## src/rtl/g1_sched.sv

```systemverilog
// g1_sched: round-robin scheduler that time-shares one combinational g1
// encoder among four requesters. A granted operand is held on g1_x for
// SETTLE cycles, then g1_y is captured and returned with a one-cycle ack.
module g1_sched #(
    parameter int SETTLE = 2  // cycles g1_x is held before g1_y is sampled (1..15)
) (
    input  logic        clk,
    input  logic        rst,
    input  logic [3:0]  req,
    input  logic [15:0] din,
    output logic [3:0]  g1_x,
    input  logic [1:0]  g1_y,
    output logic [3:0]  ack,
    output logic [1:0]  result,
    output logic [1:0]  result_id,
    output logic        busy
);

    typedef enum logic [1:0] {
        IDLE  = 2'd0,
        DRIVE = 2'd1,
        RESP  = 2'd2
    } state_t;

    state_t      state, state_nxt;
    logic [3:0]  cnt;        // remaining DRIVE cycles minus one
    logic [3:0]  operand;    // operand latched at grant
    logic [1:0]  last;       // most recently granted requester
    logic [1:0]  win;        // arbitration winner this cycle
    logic        win_vld;    // some requester is asking

    // Round-robin search starting just after the last granted requester.
    always_comb begin
        // NOTE: every combinational output gets a default first so no path
        // leaves it unassigned; otherwise a latch would be inferred.
        win     = last;
        win_vld = 1'b0;
        for (int i = 1; i <= 4; i++) begin
            if (!win_vld && req[last + 2'(i)]) begin
                win     = last + 2'(i);
                win_vld = 1'b1;
            end
        end
    end

    // State register.
    always_ff @(posedge clk) begin
        // NOTE: sequential state uses non-blocking assignments so every flop
        // samples the pre-edge values regardless of statement order.
        if (rst) state <= IDLE;
        else     state <= state_nxt;
    end

    // Next-state logic and state-derived outputs.
    always_comb begin
        state_nxt = state;
        busy      = (state != IDLE);
        g1_x      = (state == IDLE) ? 4'd0 : operand;
        case (state)
            IDLE:    if (win_vld)    state_nxt = DRIVE;
            DRIVE:   if (cnt == 4'd0) state_nxt = RESP;
            RESP:    state_nxt = IDLE;
            default: state_nxt = IDLE;
        endcase
    end

    // Datapath: grant capture, settle counter, result capture and ack pulse.
    always_ff @(posedge clk) begin
        if (rst) begin
            cnt       <= 4'd0;
            operand   <= 4'd0;
            last      <= 2'd3;
            ack       <= 4'd0;
            result    <= 2'd0;
            result_id <= 2'd0;
        end else begin
            ack <= 4'd0;
            case (state)
                IDLE: begin
                    if (win_vld) begin
                        operand <= din[{win, 2'b00} +: 4];
                        last    <= win;
                        cnt     <= 4'(SETTLE - 1);
                    end
                end
                DRIVE: begin
                    if (cnt == 4'd0) begin
                        result    <= g1_y;
                        result_id <= last;
                        ack       <= 4'd1 << last;
                    end else begin
                        cnt <= cnt - 4'd1;
                    end
                end
                default: ;
            endcase
        end
    end

endmodule

```

## config.mk

```make
export PLATFORM = sky130hd
export DESIGN_NAME = g1_sched
export DESIGN_NICKNAME = d
export VERILOG_FILES = /design/src/rtl/g1_sched.sv
export SDC_FILE = /design/constraint.sdc
export NUM_CORES = 1
export LEC_CHECK = 0
export BUFFER_PORTS_ARGS = -buffer_cell sky130_fd_sc_hd__buf_2
export CAP_MARGIN = 20
export CORE_UTILIZATION = 35
export DETAILED_ROUTE_END_ITERATION = 6
export PLACE_DENSITY_LB_ADDON = 0.1
export SLEW_MARGIN = 40
export SYNTH_ARGS = -nofsm -noshare
export SYNTH_HDL_FRONTEND = slang
export SYNTH_SLANG_ARGS = --single-unit
```

## constraint.sdc

```tcl
create_clock -name clk -period 3.7 [get_ports clk]
set_clock_uncertainty 0.1 [all_clocks]
set_input_delay 0.37 -clock clk [delete_from_list [all_inputs] [get_ports clk]]
set_output_delay 0.37 -clock clk [all_outputs]
set_load 0.02 [all_outputs]
```

======== Yosys cells after proc, flatten, opt, wreduce, memory -nomap -nowiden ========
Index checks and enable logic that the tools add are counted.
cells by class
  add/subtract/negate cells ............... 4
  order comparisons ....................... 4
  equality and inequality tests ........... 4
  shift-type cells ........................ 2
  multiplexer cells ....................... 23
  bitwise gates (word level) .............. 2
  reduce and logical (&&, ||, !) cells .... 15
operators with widths
  operator               count
  $shiftx A16 B5 Y4      1
  $lt A2 B3 Y1 const B   4
  $mux W2                6
  $mux W4                3
  $bmux W1 S2            4
  $mux W1                8
  $pmux W4 S2            1
  $ne A2 B2 Y1 const B   3
  $reduce_and A2 Y1      3
  $add A2 B2 Y2 const B  2
  $logic_not A4 Y1       1
  $pmux W2 S2            1
  $reduce_bool A2 Y1     2
  $shl A1 B2 Y4 const A  1
  $sub A4 B1 Y4 const B  1
  $logic_and A1 B1 Y1    3
  $logic_not A1 Y1       3
  $reduce_and A3 Y1      1
  $reduce_or A3 Y1       1
  $add A2 B1 Y2 const B  1
  $eq A2 B1 Y1 const B   1
  $logic_not A2 Y1       1
  $not A1 Y1             2
word-level totals
  flip-flop bits (word level) ............. 20
  input bits .............................. 24
  word-level logic and storage cells ...... 61

======== Logic depth before layout (Yosys ltp) ========
Gate-level depths: netlist of the first run.
  depth after elaboration ................. 15
  gate-level depth with buffers ........... 7
  gate-level depth less buffers ........... 7

======== Worst setup path after synthesis of the first run ========
OpenSTA, ideal clock, no wires.
  path kind ............................... flip-flop to flip-flop
  from .................................... register cnt[0]
  to ...................................... register cnt[3]
  library setup time ...................... 78 ps
  arrival time ............................ 1398 ps
  required time ........................... 3522 ps
  slack ................................... 2124 ps
  cell stages (with the launch flop) ...... 8
  buffers on the path ..................... 0
  period minus slack after synthesis ...... 1576 ps
  path through ............................ dfxtp_1 -> inv_1 -> ha_1 -> nor4bb_1 -> a211oi_2 -> nand2_1 -> xor2_1 -> nor3_1
between the ends
  word-level cells in the longest chain between the ends .. 3
  elaborated cells on any way between the ends .. 6
ends and longest elaborated chain
  what                                               line    text
  start: declaration                                 26      logic [3:0] cnt;
  start signal: assignment                           83      cnt <= 4'(SETTLE - 1);
  start signal: assignment                           92      cnt <= cnt - 4'd1;
  $sub A4 B1 Y4 or $logic_not A4 Y1 (tied branches)  92, 87
  $mux W4 or $ne A2 B2 Y1 (tied branches)            -
  $pmux W4 S2 or $reduce_and A3 Y1 (tied branches)   -
Several ways; a longest one is shown, not always the timed one. The select of a mux whose other input is x is not followed.
A chain may end at the register's enable or synchronous reset.

======== Worst setup path after layout of the first run ========
Same ends and word-level chain as after synthesis.

==> impl_results.md, run 1 <==
- Post-synth EDFFs: 0
- Syn Nets: 128
- Commonest non-fill, non-tap cell in the layout: buf_2
- Largest family of logic cells by synthesized area: simple AND/OR/NAND/NOR gates
- Max-Cap Viols: 0
- Overall power: 0.8783 mW
- Crit path required time: 3.83 ns
- Post-route ant nets: 0
- Hold Crit Depth: 2
- Final setup fails: 0
- Delay-heaviest family, CP: simple AND/OR/NAND/NOR gates
- Worst path slowest cell: dfxtp_1
- Final hold viol count: 0
- RSZ-0062 raised after global routing: false
- Total number of vias: 878
- TritonCTS buffer count: 3
- Final setup margin: roughly 1.9 ns
- First-pass GRT wire length: 3.139 mm
- Final net count: 164
- Sequential area share after synthesis: 0.4087
- Hold EP: result[1]$_SDFFE_PP0N_
- Leak pwr: between 0.6 and 0.7 nW
- Vias per inst: 5.257
- Post-synth top area share: 0.4087
- Synth cell types: 30
- Measured slew at the worst slew-check pin: 0.4399 ns
- Vias in the first global route: between 700 and 800
- Synthesis-stage register bit count: 20
- Mapped cell area: slightly below 1000 sq um
- Status: completed
- Mapped Avg Cell Area: 9.605 sq um
- Worst skew pair latency: 0.30 ns
- Gpl congestion: 0.8128
- Drt first pass iters: 4
- YS warnings: 0
- Std cell rows: 18
- Total gr overflow: 0
- Die Y: roughly 55 um
- R2R cell count: 7
- CTS clk-pin slew, worst paths: around 0.11 ns
- RR Endpoint: cnt[3]$_SDFFE_PP0P_
- Fillers: 252
- Post-synthesis simple-gate area fraction: 0.2350
- Crit Path Max Fanout: 6
- DRC: 0
- Final sum of negative setup slack: 0 ns
- Initial drt markers: 14
- H-tree depth: 1
- Initial antenna violation count: 0
- Antenna diodes: 0
- Hold-fix buffers at CTS: 0
- Setup repair bufs after CTS: 0
- Die width: roughly 55 um
- WL per Instance: approximately 12 um
- Slew headroom: 0.7028
- Arr. time, crit path: 1.94 ns
- Setup WS pre-CTS: 1.893 ns
- XOR/XNOR Fraction of Synth Area: 0.01788
- Crit path launch type: register
- Port Buffer Count: 36
- Post-cts resize count: 0
- Worst vdd ir: around 0.00044 V
- IO Pins: 37
- Hold path startpoint: g1_y[1]
- Placed Cells: 163
- Share of cells above drive strength 1: 0.3212
- Total Wirelength: 2.080 mm
- CP cell instances: inv_1 > ha_1 > nor4bb_1 > a211oi_2 > nand2_1 > xor2_1 > nor3_1
- Mapped Cells: just over 100
- Core region area: 2567 sq um
- Reg2Reg Setup Slack: 1.89 ns
- Gr usage total: 0.1489
- Post-synthesis mux area share: 0.09195
- Final period util: 0.4893
- Layout Cells excl Fill: between 150 and 200
- Initial Util: 0.3816
- CTS tree: built
- Commonest non-fill, non-tap cells in the layout: buf_2, dfxtp_1, nor2_1, mux2i_1, inv_1
- Max Freq: 0.5523 GHz
- Complex-gate fraction of the synthesized area: 0.1558
- Area Overhead vs Synth: 23.75%
- R2R Path Start: cnt[0]$_SDFFE_PP0P_
- Power Density: between 700 and 800 nW/um^2
- Area contributors post-synth: dfxtp_1, mux2i_1, nor2_1, a22o_1, o221ai_1
- Crit. End Element: register
- Clock Sinks: 20
- Final Util: 0.4722
- Synthesized-area fraction occupied by adder cells: 0.02554
- Root Buffer: clkbuf_4
- Tmin final: 1.810 ns
- HPWL Detailed: 1.610 mm
- Hold WC Path Type: input port to register
- CP Class: register to register
- Pins over their slew limit: 0
- Longest Clk Path Bufs: 2
- Ys async rst share: 0
- Cell taking the most area after synthesis: dfxtp_1
- CP Buf/Inv Count: 1
- Largest net degree at the start of global routing: 17
- Max stage delay on crit path: 0.38 ns
- Most used flip-flop cell after synthesis: dfxtp_1
- Die area: about 3000 sq um
==> where the power goes <==
group          leakage (nW)  total [mW]  internal, mW  switching [mW]
Combinational         0.411       0.369         0.154           0.215
Sequential            0.164       0.331         0.279          0.0521
Clock                0.0279       0.178         0.110          0.0683
==> cell usage after synthesis, types with 2 or more instances <==
cell	instances
dfxtp_1	20
nor2_1	10
mux2i_1	9
inv_1	7
nor2b_1	5
a22o_1	4
nand3b_1	4
nor3_1	4
o221ai_1	4
a211o_1	3
buf_4	3
nand2_1	3
nor4_1	3
a31oi_1	2
and3_1	2
ha_1	2
nand2b_1	2
nand3_1	2
xor2_1	2
==> worst reg2reg max path: cells and delay by family, from the launching register on <==
| family | cells | cell delay, ns |
|---|---|---|
| flip-flops | 1 | 0.38 |
| buffers and inverters | 1 | 0.09 |
| AO/OA/AOI/OAI | 1 | 0.38 |
| AND/OR/NAND/NOR | 3 | 0.40 |
| XOR/XNOR | 1 | 0.16 |
| adder cells (fa/ha/maj) | 1 | 0.24 |
==> area by class of cell <==
| type | instances | area, sq um | area share |
|---|---|---|---|
| Tap cell | 30 | 37.54 | 0.03096 |
| Clock buffer | 3 | 22.52 | 0.01858 |
| Sequential cell | 20 | 400.4 | 0.3302 |
| Timing Repair Buffer | 36 | 180.2 | 0.1486 |
| Inverter | 7 | 26.28 | 0.02167 |
| Clock inverter | 1 | 30.03 | 0.02477 |
| Multi-Input combinational cell | 70 | 515.5 | 0.4252 |
==> how the worst max path moves through the flow <==
stage	endpoint	depth (start not counted)	startpoint	slack [ns]
global placement	cnt[2]$_SDFFE_PP0P_	7	cnt[0]$_SDFFE_PP0P_	1.94
finish	cnt[3]$_SDFFE_PP0P_	7	cnt[0]$_SDFFE_PP0P_	1.89
floorplan	cnt[3]$_SDFFE_PP0P_	7	cnt[0]$_SDFFE_PP0P_	2.12
detailed placement	operand[3]$_SDFFE_PP0P_	6	req[1]	1.89
CTS	cnt[3]$_SDFFE_PP0P_	7	cnt[0]$_SDFFE_PP0P_	1.89
global route	cnt[3]$_SDFFE_PP0P_	7	cnt[0]$_SDFFE_PP0P_	1.71
==> kinds of logic (layout without fill, tap and decap cells) <==
group | Yosys count | count (layout)
simple gates | 39 | 39
flops | 20 | 20
compound gates | 18 | 18
buf+inv | 12 | 47
mux | 9 | 9
fa+ha+maj | 2 | 2
xor+xnor | 2 | 2
==> state kept, by name, summed over array words and instances, names as in the netlist <==
signal	cells
result_id	2
state	2
last	2
result	2
cnt	4
ack	4
operand	4
==> metrics by stage <==
| step | area [sq um] | hold WS [ns] |
|---|---|---|
| floorplan | 979.7 | 0.3593 |
| global placement | 1160 | 0.3533 |
| CTS | 1212 | 0.1765 |
| finish | 1212 | 0.1831 |
| global route | 1212 | 0.1779 |
| detailed placement | 1160 | 0.3580 |
==> layer usage <==
layer / global-route usage / routed length, um
met4: 0.05000 / 27
met1: 0.1814 / 979
met3: 0.05464 / 113
met5: 0 / 0
met2: 0.2410 / 959
Note: power is estimated with default switching activity, not from simulation.
==> run 2: changes to the inputs <==
Settings changed: ABC_AREA set to 1.
Clock period 3.7 ns to 1.81 ns, I/O delays scaled along.
==> run 2 against run 1 <==
Effect of this change: the flow now finishes with violations (setup timing); global-route usage increased by 1.0 points; setup slack got worse by 1.9 ns; die area increased by 19%; register-to-register slack got worse by 1.9 ns; first-iteration DRC count increased to 4.6 times the previous value; flip-flop and latch count unchanged.
==> impl_results.md, run 2 <==
- First-pass GRT wire length: 4.374 mm
- Tmin final: 1.821 ns
- Port Buffer Count: 36
- Worst Setup SP: last[0]$_SDFFE_PP1P_
- Fillers: 317
- Status: finished with violations
- Final Util: 0.5340
- Ys async rst share: 0
- Power Density: approximately 1900 nW/um^2
- RSZ-0062 raised after global routing: true
- Final setup margin: -0.01057 ns
- Violated checks: setup timing
- Vias in the first global route: 1073
- HPWL Detailed: 2.023 mm
- Die Y: about 60 um
- Worst vdd ir: 0.0008742 V
- Top Registers: ack x4, cnt x4, operand x4
- Max-Cap Viols: 0
- Cell taking the most area after synthesis: dfxtp_1
- Gpl congestion: ~0.82
- Post-synth EDFFs: 0
- Total Wirelength: 2.878 mm
- Max Freq: 0.5493 GHz
- Final sum of negative setup slack: -0.01057 ns
- Most used flip-flop cell after synthesis: dfxtp_1
- Post-synth top area share: 0.3412
- Final net count: 255
- Crit. End Element: register
- Antenna diodes: 0
- Root Buffer: clkbuf_4
- IO Pins: 37
- Crit path required time: roughly 1.9 ns
- DRC: 0
- Total gr overflow: 0
- WL per Instance: 10.58 um
- Initial Util: 0.3752
- Share of cells above drive strength 1: 0.3772
- Std cell rows: 20
- Initial antenna violation count: 0
- Initial drt markers: 65
- Largest net degree at the start of global routing: 13
- Overall power: 3.186 mW
- Measured slew at the worst slew-check pin: 0.2571 ns
- Slew headroom: 0.8284
- Cell with the most instances after synthesis: nand2_1
- Commonest non-fill, non-tap cells in the layout: nand2_1, buf_2, nand3_1, dfxtp_1, nor2_1
- Top cells by count, synth: nand2_1, nand3_1, dfxtp_1
- Area Overhead vs Synth: 42.32%
- Synth cell types: 25
- Die area: 3589 sq um
- Drt first pass iters: 4
- Total number of vias: 1312
- Core region area: 3128 sq um
- Crit Path Max Fanout: 8
- YS warnings: 0
- CTS tree: built
- Mapped cell area: 1174 sq um
- Longest Clk Path Bufs: 2
- Clock Sinks: 20
- Die width: between 50 and 60 um
- Worst skew pair latency: 0.30 ns
- CTS clk-pin slew, worst paths: 0.12 ns
- Mapped Cells: 179
- Sequential area share after synthesis: 0.3412
- Pins over their slew limit: 0
- Final period util: 1.006
- Hold WC Path Type: input port to register
- H-tree depth: 1
- Syn Nets: ~210
- TritonCTS buffer count: 3
- Hold path startpoint: rst
- Gr usage total: 0.1594
- Commonest non-fill, non-tap cell in the layout: nand2_1
- Final hold viol count: 0
- Crit path launch type: register
- Mapped Avg Cell Area: approximately 6.6 sq um
- Area contributors post-synth: dfxtp_1, nand2_1, nand3_1, nor2_1, inv_1
- Final setup fails: 1
- Vias per inst: 4.824
- Multi-input gate area: 782.0 sq um
- Register area: 407.9 sq um
- CP Class: register to register
- Synthesis-stage register bit count: 20
- Leak pwr: 0.8409 nW
- Post-route ant nets: 0
- R2R Path Start: last[0]$_SDFFE_PP1P_
- Arr. time, crit path: 1.93 ns
==> run 2: cells by family after synthesis <==
group                      Yosys count  share of synthesized area
buffers and inverters               21                    0.08102
DFF                                 20                     0.3411
xor gates and xnor gates             2                    0.01493
AOI/OAI and AO/OA                   13                    0.06077
and+or+nand+nor                    121                     0.4808
adders and majority gates            2                    0.02132
==> run 2: critical path: stages, from the launching register on <==
cell     delay [ns]
dfxtp_4        0.38
buf_12         0.14
nand2_1        0.12
nand2_4        0.07
nand2_2        0.09
nand2_4        0.06
nor2_2         0.10
nand2_1        0.06
nor2_2         0.14
inv_2          0.08
nand2_4        0.13
nand2_4        0.08
o21ai_2        0.14
nor2_1         0.04
==> run 2: layout make-up <==
cell class,instances,share of cell area
well taps,44,0.03296
multi-input cells,139,0.4682
repair buffers,47,0.1783
flip-flops and latches,20,0.2442
inverters,18,0.04494
clock buffers,3,0.01348
clock inverters,1,0.01798
==> run 2: metal layers <==
metal  GRT usage  up-vias  part of all wire
met2      0.2762       41              0.49
met1      0.1963      591              0.45
li1            -      678                 -
met5           0        -                 0
met4     0.01993        0            0.0035
met3     0.05195        2             0.056
==> run 2: repair_timing <==
action                                  in CTS  in global routing
hold buffers                                 2                  0
endpoints found under the setup margin       2                  9
resized for setup                            6                 26
endpoints found under the hold margin        2                  0
buffers inserted                             0                  3
pin swaps                                    0                 14
cloned                                       0                  2
==> run 2: worst paths after layout <==
check	to	slack [ns]	depth (start not counted)
hold / removal	state[0]$_SDFFE_PP0P_	0.09	2
setup / recovery	cnt[0]$_SDFFE_PP0P_	-0.01	13
hold reg to reg	operand[0]$_SDFFE_PP0P_	0.36	2
setup reg to reg	cnt[0]$_SDFFE_PP0P_	-0.01	13
==> run 2: where the power goes <==
part	internal [mW]	leakage, nW	switching, mW	total, mW
logic	0.796	0.649	1.31	2.11
clock network	0.224	0.0279	0.140	0.364
registers	0.602	0.164	0.115	0.716
==> run 2: through the flow <==
stage / setup WS (ns) / std cells / area [sq um] / hold WS (ns)
floorplan: 0.2402 / 179 / 1174 / 0.1841
global placement: 0.01828 / 261 / 1436 / 0.2723
global route: -0.1322 / 272 / 1670 / 0.08755
finish: -0.01057 / 272 / 1670 / 0.09441
detailed placement: 0.01917 / 261 / 1436 / 0.2773
CTS: 0.01678 / 267 / 1526 / 0.05222
==> run 3: changes to the inputs <==
--- a/config.mk
+++ b/config.mk
@@ -12,3 +12,5 @@
 export DETAILED_ROUTE_END_ITERATION = 6
+export MAX_ROUTING_LAYER = met4
 export PLACE_DENSITY_LB_ADDON = 0.1
+export RECOVER_POWER = 100
 export SLEW_MARGIN = 40
==> constraint.sdc (replaced) <==
create_clock -name clk -period 1.81 [get_ports clk]
set_clock_uncertainty 0.1 [all_clocks]
set_input_delay 0.362 -clock clk [delete_from_list [all_inputs] [get_ports clk]]
set_output_delay 0.362 -clock clk [all_outputs]
set_load 0.02 [all_outputs]
==> run 3 against run 2 <==
Effect of this change: the run still ends with setup timing left; fmax hardly changed; clock power hardly changed; cell area is 2.0% lower; global-route usage is 0.37 points higher.
==> impl_results.md, run 3 (same netlist as run 2, synthesis figures left out) <==
- Worst Setup SP: last[0]$_SDFFE_PP1P_
- TritonCTS buffer count: 3
- Leak pwr: 0.7943 nW
- Max-Cap Viols: 0
- Final Cell Area: ~1600 sq um
- Die area: 3589 sq um
- Multi-input gate area: 782.0 sq um
- Drt first pass iters: 4
- H-tree depth: 1
- Hold WC Path Type: input port to register
- Placed cell areas: 1436 sq um
- Crit Path Max Fanout: 8
- Final hold viol count: 0
- DRC: 0
- Die width: 59.91 um
- RSZ-0062 raised after global routing: true
- Tmin final: ~1.8 ns
- Vias in the first global route: approximately 1100
- Hold path startpoint: g1_y[0]
- Worst vdd ir: 0.0008738 V
- Longest Clk Path Bufs: 2
- Gr usage total: 0.1631
- Crit path required time: 1.92 ns
- Power Density: 1935 nW/um^2
- IO Pins: 37
- Crit path launch type: register
- First-pass GRT wire length: 4.347 mm
- Initial drt markers: 76
- Total Wirelength: 2.865 mm
- Final net count: 253
- Final Util: 0.5232
- Die Y: 59.91 um
- Initial Util: 0.3752
- Commonest non-fill, non-tap cell in the layout: nand2_1
- Pins over their slew limit: 0
- Clock Sinks: 20
- Top Registers: ack x4, cnt x4, operand x4
- Post-route ant nets: 0
- Arr. time, crit path: 1.92 ns
- Worst skew pair latency: 0.30 ns
- CP Class: register to register
- Port Buffer Count: 36
- Hold-fix buffers at CTS: 0
- CTS clk-pin slew, worst paths: 0.12 ns
- Status: finished with violations
- Crit. End Element: register
- Max Freq: ~0.55 GHz
- Slew headroom: 0.8289
- Register area: about 410 sq um
- Area Overhead vs Synth: 39.45%
- R2R Path Start: last[0]$_SDFFE_PP1P_
- Fillers: 321
- Final setup margin: -0.008861 ns
- Initial antenna violation count: 0
- Layout Cells excl Fill: 270
- WL per Instance: 10.61 um
- Violated checks: setup timing
- Gpl congestion: slightly above 0.8
- HPWL Detailed: 2.023 mm
- Core region area: around 3100 sq um
- Commonest non-fill, non-tap cells in the layout: nand2_1, nand3_1, buf_2, dfxtp_1, nor2_1
- Placed Cells: 261
- Std cell rows: 20
- Root Buffer: clkbuf_4
- Setup WS pre-CTS: 0.01917 ns
- Total gr overflow: 0
- Largest net degree at the start of global routing: 13
- Measured slew at the worst slew-check pin: ~0.26 ns
- CTS tree: built
- Share of cells above drive strength 1: 0.3407
- Total number of vias: 1310
- Final setup fails: 1
- Final period util: 1.005
- Vias per inst: 4.852
- Antenna diodes: 0
-- run 3: worst max-delay path, cell delays in order, from the launching register on --
cell and delay [ns]:
dfxtp_4 0.38, buf_12 0.14, nand2_1 0.12, nand2_4 0.07, nand2_2 0.09, nand2_4 0.06, nor2_2 0.10, nand2_1 0.06
nor2_2 0.14, inv_2 0.08, nand2_4 0.13, nand2_4 0.08, o21ai_2 0.14, nor2_1 0.04
-- run 3: worst paths after layout --
kind,end,slack [ns],cells after the start
setup reg to reg,cnt[0]$_SDFFE_PP0P_,-0.009,13
setup / recovery,cnt[0]$_SDFFE_PP0P_,-0.009,13
hold / removal,result[0]$_SDFFE_PP0N_,0.14,3
hold reg to reg,operand[0]$_SDFFE_PP0P_,0.36,2
-- run 3: routing by layer --
metal / part of all wire / routed length (um) / global-route usage / vias to the layer above
met2: 0.49 / 1414 / 0.2762 / 35
met4: 0.0035 / 10 / 0.01993 / 0
li1: - / - / - / 673
met3: 0.054 / 154 / 0.05195 / 2
met1: 0.45 / 1286 / 0.1937 / 600
met5: 0 / 0 / - / -
-- run 3: metrics by stage --
step	power (mW)	setup TNS, ns	hold WS (ns)
floorplan	2.030	0	0.3261
detailed placement	2.454	0	0.3441
CTS	2.882	0	0.1396
global route	3.456	-0.7459	0.1223
finish	3.166	-0.008861	0.1397
global placement	2.432	0	0.3442
-- run 3: cell type report --
cell class              count  share of cell area
repair buffers             45              0.1613
well taps                  44             0.03364
flip-flops and latches     20              0.2492
inverters                  18             0.04587
clock inverters             1             0.01835
clock buffers               3             0.01376
multi-input cells         139              0.4778
-- run 3: power by group --
group	total, mW	switching [mW]	leakage, nW	internal [mW]
clock network	0.364	0.140	0.0279	0.224
registers	0.718	0.116	0.164	0.602
logic	2.08	1.31	0.602	0.776
total	3.17	1.56	0.794	1.60
-- run 3: what timing repair did --
| action | 4_1_cts | 5_1_grt |
|---|---|---|
| cloned | 0 | 2 |
| buffers inserted | 0 | 3 |
| pin swaps | 0 | 14 |
| setup endpoints to repair | 2 | 9 |
| gates resized for setup | 6 | 26 |
